**src/rtl/regfile_wb_arbiter.sv**
```systemverilog
// Arbitrates the single register-file write port between the in-order pipeline
// writeback (source 0, priority) and a multi-cycle unit (source 1, anti-starvation boost).
module regfile_wb_arbiter #(
    parameter int unsigned STARVE_LIMIT = 4
) (
    input  logic        clk,
    input  logic        resetn,
    input  logic        s0_valid,
    output logic        s0_ready,
    input  logic [4:0]  s0_rd,
    input  logic [31:0] s0_data,
    input  logic        s1_valid,
    output logic        s1_ready,
    input  logic [4:0]  s1_rd,
    input  logic [31:0] s1_data,
    output logic        we3,
    output logic [4:0]  a3,
    output logic [31:0] wd3,
    output logic        grant_src,
    output logic        boost
);

    typedef enum logic {NORMAL, BOOST} state_t;

    localparam logic [3:0] LIMIT = 4'(STARVE_LIMIT);

    state_t     state_reg, state_next;
    logic [3:0] wait_cnt_reg, wait_cnt_next;
    logic       s0_xfer, s1_xfer;

    always_ff @(posedge clk or negedge resetn) begin
        if (!resetn) begin
            state_reg    <= NORMAL;
            wait_cnt_reg <= 4'd0;
        end else begin
            state_reg    <= state_next;
            wait_cnt_reg <= wait_cnt_next;
        end
    end

    always_comb begin
        s0_ready      = 1'b0;
        s1_ready      = 1'b0;
        state_next    = state_reg;
        wait_cnt_next = wait_cnt_reg;

        // Grants depend only on the valids and state, never on rd/data.
        if (state_reg == BOOST) begin
            s1_ready = s1_valid;
            s0_ready = s0_valid && !s1_valid;
        end else begin
            s0_ready = s0_valid;
            s1_ready = s1_valid && !s0_valid;
        end

        if (!s1_valid || s1_ready) begin
            wait_cnt_next = 4'd0;
        end else if (wait_cnt_reg < LIMIT) begin
            wait_cnt_next = wait_cnt_reg + 4'd1;
        end

        if (state_reg == NORMAL) begin
            if (s1_valid && !s1_ready && (wait_cnt_next == LIMIT)) begin
                state_next = BOOST;
            end
        end else if (!s1_valid || s1_ready) begin
            state_next = NORMAL;
        end
    end

    assign s0_xfer = s0_valid && s0_ready;
    assign s1_xfer = s1_valid && s1_ready;
    assign boost   = (state_reg == BOOST);

    // x0 transfers still complete and update a3/wd3, but never raise we3.
    always_ff @(posedge clk or negedge resetn) begin
        if (!resetn) begin
            we3       <= 1'b0;
            a3        <= 5'd0;
            wd3       <= 32'd0;
            grant_src <= 1'b0;
        end else if (s0_xfer) begin
            we3       <= (s0_rd != 5'd0);
            a3        <= s0_rd;
            wd3       <= s0_data;
            grant_src <= 1'b0;
        end else if (s1_xfer) begin
            we3       <= (s1_rd != 5'd0);
            a3        <= s1_rd;
            wd3       <= s1_data;
            grant_src <= 1'b1;
        end else begin
            we3 <= 1'b0;
        end
    end

endmodule

```
**config.mk**
```make
export PLATFORM = sky130hd
export DESIGN_NAME = regfile_wb_arbiter
export DESIGN_NICKNAME = d
export VERILOG_FILES = /design/src/rtl/regfile_wb_arbiter.sv
export SDC_FILE = /design/constraint.sdc
export NUM_CORES = 1
export LEC_CHECK = 0
export BUFFER_PORTS_ARGS = -buffer_cell sky130_fd_sc_hd__buf_2
export CAP_MARGIN = 25
export CORE_UTILIZATION = 41
export CTS_BUF_LIST = sky130_fd_sc_hd__clkbuf_8
export DETAILED_ROUTE_END_ITERATION = 8
export PLACE_DENSITY = 0.79
export REMOVE_ABC_BUFFERS = 1
export SLEW_MARGIN = 10
export SYNTH_ARGS = -nofsm -noshare
export SYNTH_HDL_FRONTEND = slang
export SYNTH_SLANG_ARGS = --single-unit
```
**constraint.sdc**
```tcl
create_clock -name clk -period 1.08 [get_ports clk]
set_input_delay 0.054 -clock clk [delete_from_list [all_inputs] [get_ports clk]]
set_output_delay 0.054 -clock clk [all_outputs]
set_load 0.03 [all_outputs]
```
# [Word-level counts from Yosys, hierarchy flattened]
# Index checks and enable logic that the tools add are counted.
# W data, S select, Z words.
[word_totals] regBits=44
[op_classes] n_reduce_logical=13 add_sub_neg=1 n_eq_ne=1 mux=15 order_cmp=1
[ops] op="$mux W32" n=2
[ops] op="$mux W5" n=2
[ops] op="$reduce_bool A5 Y1" n=2
[ops] op="$mux W1" n=9
[ops] op="$mux W4" n=2
[ops] op="$logic_and A1 B1 Y1" n=6
[ops] op="$add A4 B1 Y4 const B" n=1
[ops] op="$eq A4 B3 Y1 const B" n=1
[ops] op="$lt A4 B3 Y1 const B" n=1
[ops] op="$logic_not A1 Y1" n=3
[ops] op="$reduce_bool A2 Y1" n=1
[ops] op="$logic_or A1 B1 Y1" n=1

# [Longest topological paths before layout]
# Gate-level depths: netlist of the first run.
[logic_depth] word_depth=9 mapped_depth=6 ltp_nobuf=4

# [Least setup slack after synthesis of the first run]
# OpenSTA, ideal clock, no wires.
[synth_path] kind="flip-flop to flip-flop" startpoint="register state_reg, in the netlist boost" endpoint="register wd3[29]" synth_period_minus_slack_ns=1.403 t_required_ns=0.957 t_arrival_ns=1.280 path_stages_with_launch=6 path_slack_ns=-0.323 cell_sequence="dfrtp_1 nand2b_4 nand2_2 buf_6 buf_6 o221a_1"
[synth_via] elab_chain_len=3 elab_cells_between_ends=6 cone_classes="mux (3); reduce/logical (3)"
[synth_rtl] element="start, declared" line_no="27" text="state_t state_reg, state_next;"
[synth_rtl] element="start signal, assigned" line_no="36" text="state_reg <= state_next;"
[synth_rtl] element="$mux W1" line_no="48" text="if (state_reg == BOOST) begin"
[synth_rtl] element="$logic_and A1 B1 Y1 (on tied branches)" line_no="71, 72"
[synth_rtl] element="$mux W32 or $reduce_bool A2 Y1 (tied branches)"
[synth_rtl] element="end signal, assigned" line_no="85" text="wd3 <= s0_data;"
[synth_rtl] element="end signal, assigned" line_no="90" text="wd3 <= s1_data;"
[synth_rtl] element="end, declared" line_no="18" text="output logic [31:0] wd3,"
# Several ways; a longest one is shown, not always the timed one.
# A chain may end at the register's enable or synchronous reset.

# [Worst setup path after layout of the first run]
[layout_path] startpoint="register state_reg, in the netlist boost" endpoint="output port s1_ready"
[layout_via] elab_chain_len=1
[layout_rtl] element="$mux W1" line_no="48"
[layout_rtl] element="end, declared" line_no="13" text="output logic s1_ready,"
# No other way between the ends.

==> results of run 1 <==
[synthesized netlist by cell type (all sizes together)]
| cell type | count |
|---|---|
| nand2b | 1 |
| o22ai | 1 |
| nand3b | 1 |
| mux2 | 2 |
| or4 | 2 |
| a21oi | 2 |
| buf | 12 |
| ha | 1 |
| nor2 | 6 |
| clkbuf | 4 |
| xnor2 | 1 |
| nand2 | 5 |
| o21ai | 1 |
| o21a | 1 |
| inv | 3 |
| dfrtp | 44 |
| or3 | 31 |
| o221a | 37 |
| a211o | 6 |
| nor2b | 6 |
| nor4 | 1 |
[final cells by class]
cell class,instances,area (sq um)
Clock buffer,5,68.8
Clock inverter,2,8.76
Fill cell,398,1760
Inverter,3,11.3
Multi-Input combinational cell,105,942
Sequential cell,44,1100
Tap cell,67,83.8
Timing Repair Buffer,144,840
[timing repair]
action,4_1_cts,5_1_grt
endpoints found under the setup margin,41,45
hold buffers,1,0
pin swaps,4,0
resized for setup,16,13
buffers inserted,5,3
hold endpoints to repair,44,0
[where the power goes]
part / total (mW) / internal (mW) / leakage (nW) / switching, mW
Sequential: 1.86 / 1.79 / 0.510 / 0.0721
Clock: 0.963 / 0.431 / 0.0452 / 0.533
Combinational: 1.11 / 0.472 / 0.873 / 0.637
[how the worst min path moves through the flow]
| stage | start | endpoint | slack, ps | cells past startpoint |
|---|---|---|---|---|
| 2_1_floorplan | resetn | a3[0]$_DFFE_PN0P_ | -240 | 0 |
| 6_report | s0_data[7] | wd3[7]$_DFFE_PN0P_ | 20 | 2 |
| 4_1_cts | s0_data[7] | wd3[7]$_DFFE_PN0P_ | 10 | 2 |
| 5_1_grt | s0_data[19] | wd3[19]$_DFFE_PN0P_ | 10 | 2 |
| 3_5_place_dp | resetn | a3[2]$_DFFE_PN0P_ | 50 | 2 |
| 3_3_place_gp | resetn | a3[0]$_DFFE_PN0P_ | 50 | 2 |
[through the flow]
stage | setup TNS [ps] | power (mW) | cells | hold WS (ps) | cell area, sq um
5_1_grt | -4360 | 4.12 | 370 | 10.1 | 3060
2_1_floorplan | -16820 | 2.44 | 152 | -242 | 1970
3_3_place_gp | -752 | 2.92 | 358 | 49.9 | 2840
3_5_place_dp | -1910 | 2.95 | 358 | 52.9 | 2840
6_report | -2360 | 3.93 | 370 | 20.6 | 3060
4_1_cts | -3150 | 3.94 | 369 | 13.3 | 3010
[layer usage]
| layer | track usage | vias to the layer above | wire, um |
|---|---|---|---|
| met5 | 0 | - | 0 |
| met4 | 0.0705 | 0 | 70 |
| met3 | 0.0576 | 8 | 348 |
| met2 | 0.415 | 86 | 3000 |
| met1 | 0.276 | 975 | 2560 |
| li1 | - | 931 | - |
[cell families (layout without fill, tap and decap cells)]
logic type | Yosys count | after routing | share of synthesized area
xor+xnor | 1 | 1 | 0.00418
compound gates | 48 | 48 | 0.237
mux | 2 | 2 | 0.0107
buf+inv | 19 | 154 | 0.0638
fa+ha+maj | 1 | 1 | 0.00597
flops | 44 | 44 | 0.525
simple gates | 53 | 53 | 0.153
==> results by group, run 1 <==
Clock network
  • Root Buffer Master: clkbuf_8
  • CTS sink count: 44
  • CTS tree: yes
  • Clk_lat worst skew: 290 ps
  • CTS clk-pin slew, worst paths: 80 ps
  • Cts bufs inserted: 5
  • Clk buf depth: 2
  • Htree depth: 2

Power and ir drop
  • Worst ir drop on vdd: 610 uV
  • Cell Pwr Density: 1290 nW/um^2
  • Pleak: around 1.4 nW

Final layout
  • Fraction of layout cells with a size suffix above 1: 0.614
  • # nets final: between 300 and 400
  • Most frequent cells in the layout: 116 x buf_2, 44 x dfrtp_1, 31 x or3_1
  • Layout overhead on the synthesized area: 45.7%
  • Max FFs per register: 32
  • N_diodes: 0
  • Leading cell type in the layout, fill and taps excluded: buf_2
  • Final design utilization: 0.634

Run status
  • Run status: complete, but fails checks
  • Failing checks: negative setup slack

Timing
  • Fmax: 808 MHz
  • RSZ-0062 raised after global routing: true
  • Min cycle time layout: 1240 ps
  • Worst Tran Pin Value: approximately 350 ps
  • Relative slew slack: 0.767
  • Post-route clock period utilization: 1.15
  • Worst setup margin: -157 ps
  • Final Skew: roughly 5 ps
  • Pins Over Slew Limit: 0
  • Final setup viols: 38
  • Final Hold Fails: 0

Floorplan
  • Die height: about 74 um
  • Die Width: 73.5 um
  • Row count: 25
  • Top Ports: 120
  • Area of the die: between 5000 and 6000 sq um
  • Initial Utilization: 0.435
  • CORE AREA: 4820 sq um

Logic synthesis
  • Synth top area cells: dfrtp_1 53%, o221a_2 13%, or3_1 9.2%
  • Avg Cell Area, Syn: 12.5 sq um
  • Synth warnings: 0
  • Mapped Area: between 2000 and 2500 sq um
  • #FFs+latches synth: 44
  • Syn Inst Count: 168
  • Top-area cell type share of the netlist area: 0.525
  • Sequential share of the synthesized area: 0.525
  • Post-synth top area cell: dfrtp_1
  • Synth cell types: 25

Critical path
  • Critical Path End: s1_ready
  • Worst path slowest cell: dfrtp_1
  • Cell Chain, Critical Path: nand2b_4 > nand2_4 > buf_6 > inv_2 > buf_6
  • Worst r2r dst: wd3[12]$_DFFE_PN0P_
  • Crit path DAT: about 1200 ps
  • Worst-path maximum fanout: 4
  • Critical Path Start Type: flip-flop
  • Worst path buffer plus inverter count: 3
  • Start point of the critical path: boost$_DFF_PN0_
  • Number of stages on the worst setup path: 5
  • Critical path type: reg2out
  • Critical path required time: 1030 ps
  • Reg-to-Reg Start: boost$_DFF_PN0_
  • R2R depth: 5
  • Cell family with most CP delay: flip-flops
  • Max incr delay on CP: 400 ps
  • R2r setup slk: -130 ps
  • Most used cell, CP: buf_6
  • Worst setup EP type: output pin

Detailed routing
  • Post-DRT Antenna Nets: 0
  • Routed length per placed instance: 16.2 um
  • DR vias: 2000
  • Routed wire length: approximately 6000 um
  • TritonRoute pass-1 iters: 4
  • DRC errors left: 0
  • Number of vias per cell: 5.41
  • Initial DRC count: 91

Place
  • I/O Buffers: 119
  • Post-DP HPWL: 4180 um
  • Placement Setup Slack: -134 ps
  • Routability cong.: 0.807

Hold path
  • HP Class: in2reg

Global route
  • GRT overflow: 0
  • Largest net degree at the start of global routing: 45
  • Vias in the first global route: 1938
  • Global-route usage over all layers: 0.233
  • First-pass GRT wire length: 9380 um
  • Antenna violations before repair: 0

Flow run
  • Maxcap violations: 0
Note: power is estimated with default switching activity, not from simulation.
==> run 2, diff against run 1 <==
- ABC_AREA: not set -> 1
- CORE_UTILIZATION: 41 -> 42
- RECOVER_POWER: not set -> 25
==> results by group, run 2 <==
Run status
  • Run status: complete, but fails checks
  • Failing checks: negative setup slack

Critical path
  • Reg-to-Reg Start: boost$_DFF_PN0_
  • R2r setup slk: -100 ps (+30 ps)
  • R2R depth: 7 (+2)
  • Worst setup EP type: output pin
  • Worst r2r dst: wd3[13]$_DFFE_PN0P_
  • Critical path type: reg2out
  • Critical path required time: 1030 ps (about the same)
  • Critical Path Start Type: flip-flop
  • Worst-path maximum fanout: 4 (unchanged)
  • Crit path DAT: 1160 ps (-20 ps)

Final layout
  • Final cell count without fillers: 520 (+41%)
  • Area taken by multi-input logic gates: 996 sq um (+5.7%)
  • Design area: 3900 sq um (+28%)
  • Most frequent cells in the layout: 116 x buf_2, 81 x nand2_1, 69 x dlygate4sd3_1
  • Layout overhead on the synthesized area: 72.1%
  • Max FFs per register: 32 (unchanged)
  • # nets final: 528 (+38%)
  • N_diodes: 0 (unchanged)
  • Fraction of layout cells with a size suffix above 1: 0.433 (-0.181)
  • Leading cell type in the layout, fill and taps excluded: buf_2
  • FF+latch area: 1100 sq um (unchanged)
  • Filler cell count: 368 (-7.5%)

Power and ir drop
  • NetSw: 1.41 mW (+14%)
  • Pleak: 1.97 nW (+38%)
  • Switching share of total power: 0.288 (-0.0275)
  • Tot Pwr: 4.90 mW (+24%)
  • Combinational share of power: 0.261 (-0.021)
  • Seq pwr share: 0.381 (-0.092)
  • Internal Power: 3.48 mW (+29%)
  • Clock power share: 0.358 (+0.113)
  • Cell Pwr Density: 1260 nW/um^2 (-2.4%)
  • Worst ir drop on vdd: 721 uV (+18%)

Logic synthesis
  • Synth top area cells: dfrtp_1 49%, nand3_2 15%, nand2_1 14%
  • Count leader, synth: nand2_1
  • Synth cell types: 20 (-20%)
  • Dominant synthesized flop cell: dfrtp_1
  • Post-synth EDFFs: 0 (unchanged)
  • Syn Inst Count: 250 (+49%)
  • Synth warnings: 0 (unchanged)
  • Mapped Area: 2260 sq um (+7.9%)
  • Top post-synthesis cells by count: 87 x nand2_1, 44 x dfrtp_1, 42 x nand3_1
  • Top-area cell type share of the netlist area: 0.486 (-0.0386)
  • #FFs+latches synth: 44 (unchanged)
  • Sequential share of the synthesized area: 0.486 (-0.0386)
  • Post-synth top area cell: dfrtp_1
  • Ys async rst share: 1.00 (unchanged)
  • Avg Cell Area, Syn: 9.05 sq um (-27%)

Floorplan
  • Die height: 75.4 um (+2.6%)
  • Row count: 26 (+4.0%)
  • Top Ports: 120 (unchanged)
  • CORE AREA: 5140 sq um (+6.7%)
  • Area of the die: 5690 sq um (+5.2%)
  • Initial Utilization: 0.440 (+0.00504)
  • Die Width: 75.4 um (+2.6%)

Place
  • Post-DP HPWL: 4050 um (-3.1%)
  • I/O Buffers: 119 (unchanged)
  • Placed cell area: 2900 sq um (+2.1%)
  • Dpl cells: 436 (+22%)
  • Placement Setup Slack: -9.61 ps (+125 ps)
  • Routability cong.: 0.777 (-3.7%)

Timing
  • Post-route clock period utilization: 1.13 (-0.0201)
  • Final Skew: 3.30 ps (-1.84 ps)
  • Final setup viols: 39 (+2.6%)
  • Worst setup margin: -135 ps (+21.7 ps)
  • Worst Tran Pin Value: 605 ps (+260 ps)
  • Min cycle time layout: 1220 ps (-21.7 ps)
  • RSZ-0062 raised after global routing: true
  • Pins Over Slew Limit: 0 (unchanged)
  • Fmax: 823 MHz (+1.8%)
  • Relative slew slack: 0.597 (-0.171)
  • Final Hold Fails: 0 (unchanged)
  • Setup TNS: -1860 ps (+507 ps)

Detailed routing
  • TritonRoute pass-1 iters: 4 (unchanged)
  • Initial DRC count: 179 (+97%)
  • Routed length per placed instance: 15.3 um (-5.3%)
  • Routed wire length: 7950 um (+33%)
  • Number of vias per cell: 5.00 (-7.5%)
  • Post-DRT Antenna Nets: 0 (unchanged)
  • DR vias: 2601 (+30%)
  • DRC errors left: 0 (unchanged)

Clock network
  • CTS clk-pin slew, worst paths: 90 ps (about the same)
  • Htree depth: 2 (unchanged)
  • Clk_lat worst skew: 300 ps (about the same)
  • Root Buffer Master: clkbuf_8
  • CTS sink count: 44 (unchanged)
  • Cts bufs inserted: 5 (unchanged)
  • Clk buf depth: 2 (unchanged)
  • CTS tree: yes

Global route
  • Antenna violations before repair: 0 (unchanged)
  • First-pass GRT wire length: 11800 um (+26%)
  • Largest net degree at the start of global routing: 45 (unchanged)
  • Global-route usage over all layers: 0.283 (+0.0499)
  • Vias in the first global route: 2628 (+36%)
  • GRT overflow: 0 (unchanged)

Hold path
  • Hold path start: s1_data[30]
  • Sink of the worst hold path: wd3[30]$_DFFE_PN0P_
  • HP Class: in2reg
  • Hold Path Depth: 3 (+1)

Flow run
  • Maxcap violations: 0 (unchanged)
## run 2: cell types whose count changed after synthesis, sizes merged, moves of 2 or more
| cell | change |
|---|---|
| nand3 | +75 |
| nand2 | +83 |
| or4 | -2 |
| clkbuf | -2 |
| inv | +5 |
| mux2 | -2 |
| o221a | -37 |
| nor2b | -6 |
| a211o | -6 |
| or3 | -31 |
| buf | +2 |
| nor2 | +7 |
## run 2: worst max path at each step
stage	cells past startpoint	endpoint	start	slack (ps)
4_1_cts	5	s0_ready	boost$_DFF_PN0_	-140
3_5_place_dp	7	a3[0]$_DFFE_PN0P_	boost$_DFF_PN0_	-10
6_report	5	s0_ready	boost$_DFF_PN0_	-140
5_1_grt	5	s0_ready	boost$_DFF_PN0_	-190
3_3_place_gp	7	a3[0]$_DFFE_PN0P_	boost$_DFF_PN0_	30
2_1_floorplan	6	we3$_DFF_PN0_	boost$_DFF_PN0_	-1400
## run 2: logic make-up after synthesis
family                     Yosys count  synth area share
and+or+nand+nor                    177             0.411
DFF                                 44             0.486
buffers and inverters               24            0.0873
AOI/OAI and AO/OA                    4           0.00995
adders and majority gates            1           0.00553
## run 2: per-layer routing
| metal | vias up | wire, um | global-route usage |
|---|---|---|---|
| li1 | 1213 | - | - |
| met1 | 1240 | 3180 | 0.333 |
| met2 | 119 | 4130 | 0.496 |
| met3 | 29 | 384 | 0.0529 |
| met4 | 0 | 257 | 0.142 |
| met5 | - | 0 | 0 |
## run 2: per-stage QoR
| step | hold slack [ps] | util |
|---|---|---|
| 4_1_cts | 0.907 | 0.751 |
| 3_5_place_dp | 50.8 | 0.565 |
| 6_report | 15.5 | 0.758 |
| 3_3_place_gp | 49.3 | 0.565 |
| 5_1_grt | 28.0 | 0.758 |
| 2_1_floorplan | -242 | - |
## run 2: final cells by class
cell class | count | area share
clock buffer | 5 | 0.0177
clock inverter | 3 | 0.0231
inverter | 8 | 0.00835
multi-input combinational | 182 | 0.256
sequential | 44 | 0.283
tap | 70 | 0.0225
timing repair buffer | 208 | 0.390
## run 2: timing repair
action,CTS,global route
hold buffers,69,0
setup buffers,4,1
hold endpoints to repair,81,0
cloned,1,1
gates resized for setup,17,8
pin swaps,5,4
setup endpoints to repair,5,43
## run 2: power by group through the flow
stage                     clock [mW]  combinational [mW]  sequential (mW)
after floorplan                    0               0.248             2.16
after global placement             0               0.984             1.89
after detailed placement           0               0.999             1.89
after CTS                       1.78                1.24             1.86
after global routing            1.82                1.37             1.88
final                           1.75                1.28             1.87
## run 2: critical path: stages (launching register included)
cell and delay (ps):
dfrtp_1 390, nand2_1 70, nand2_2 80, inv_4 100
buf_12 110, buf_8 110
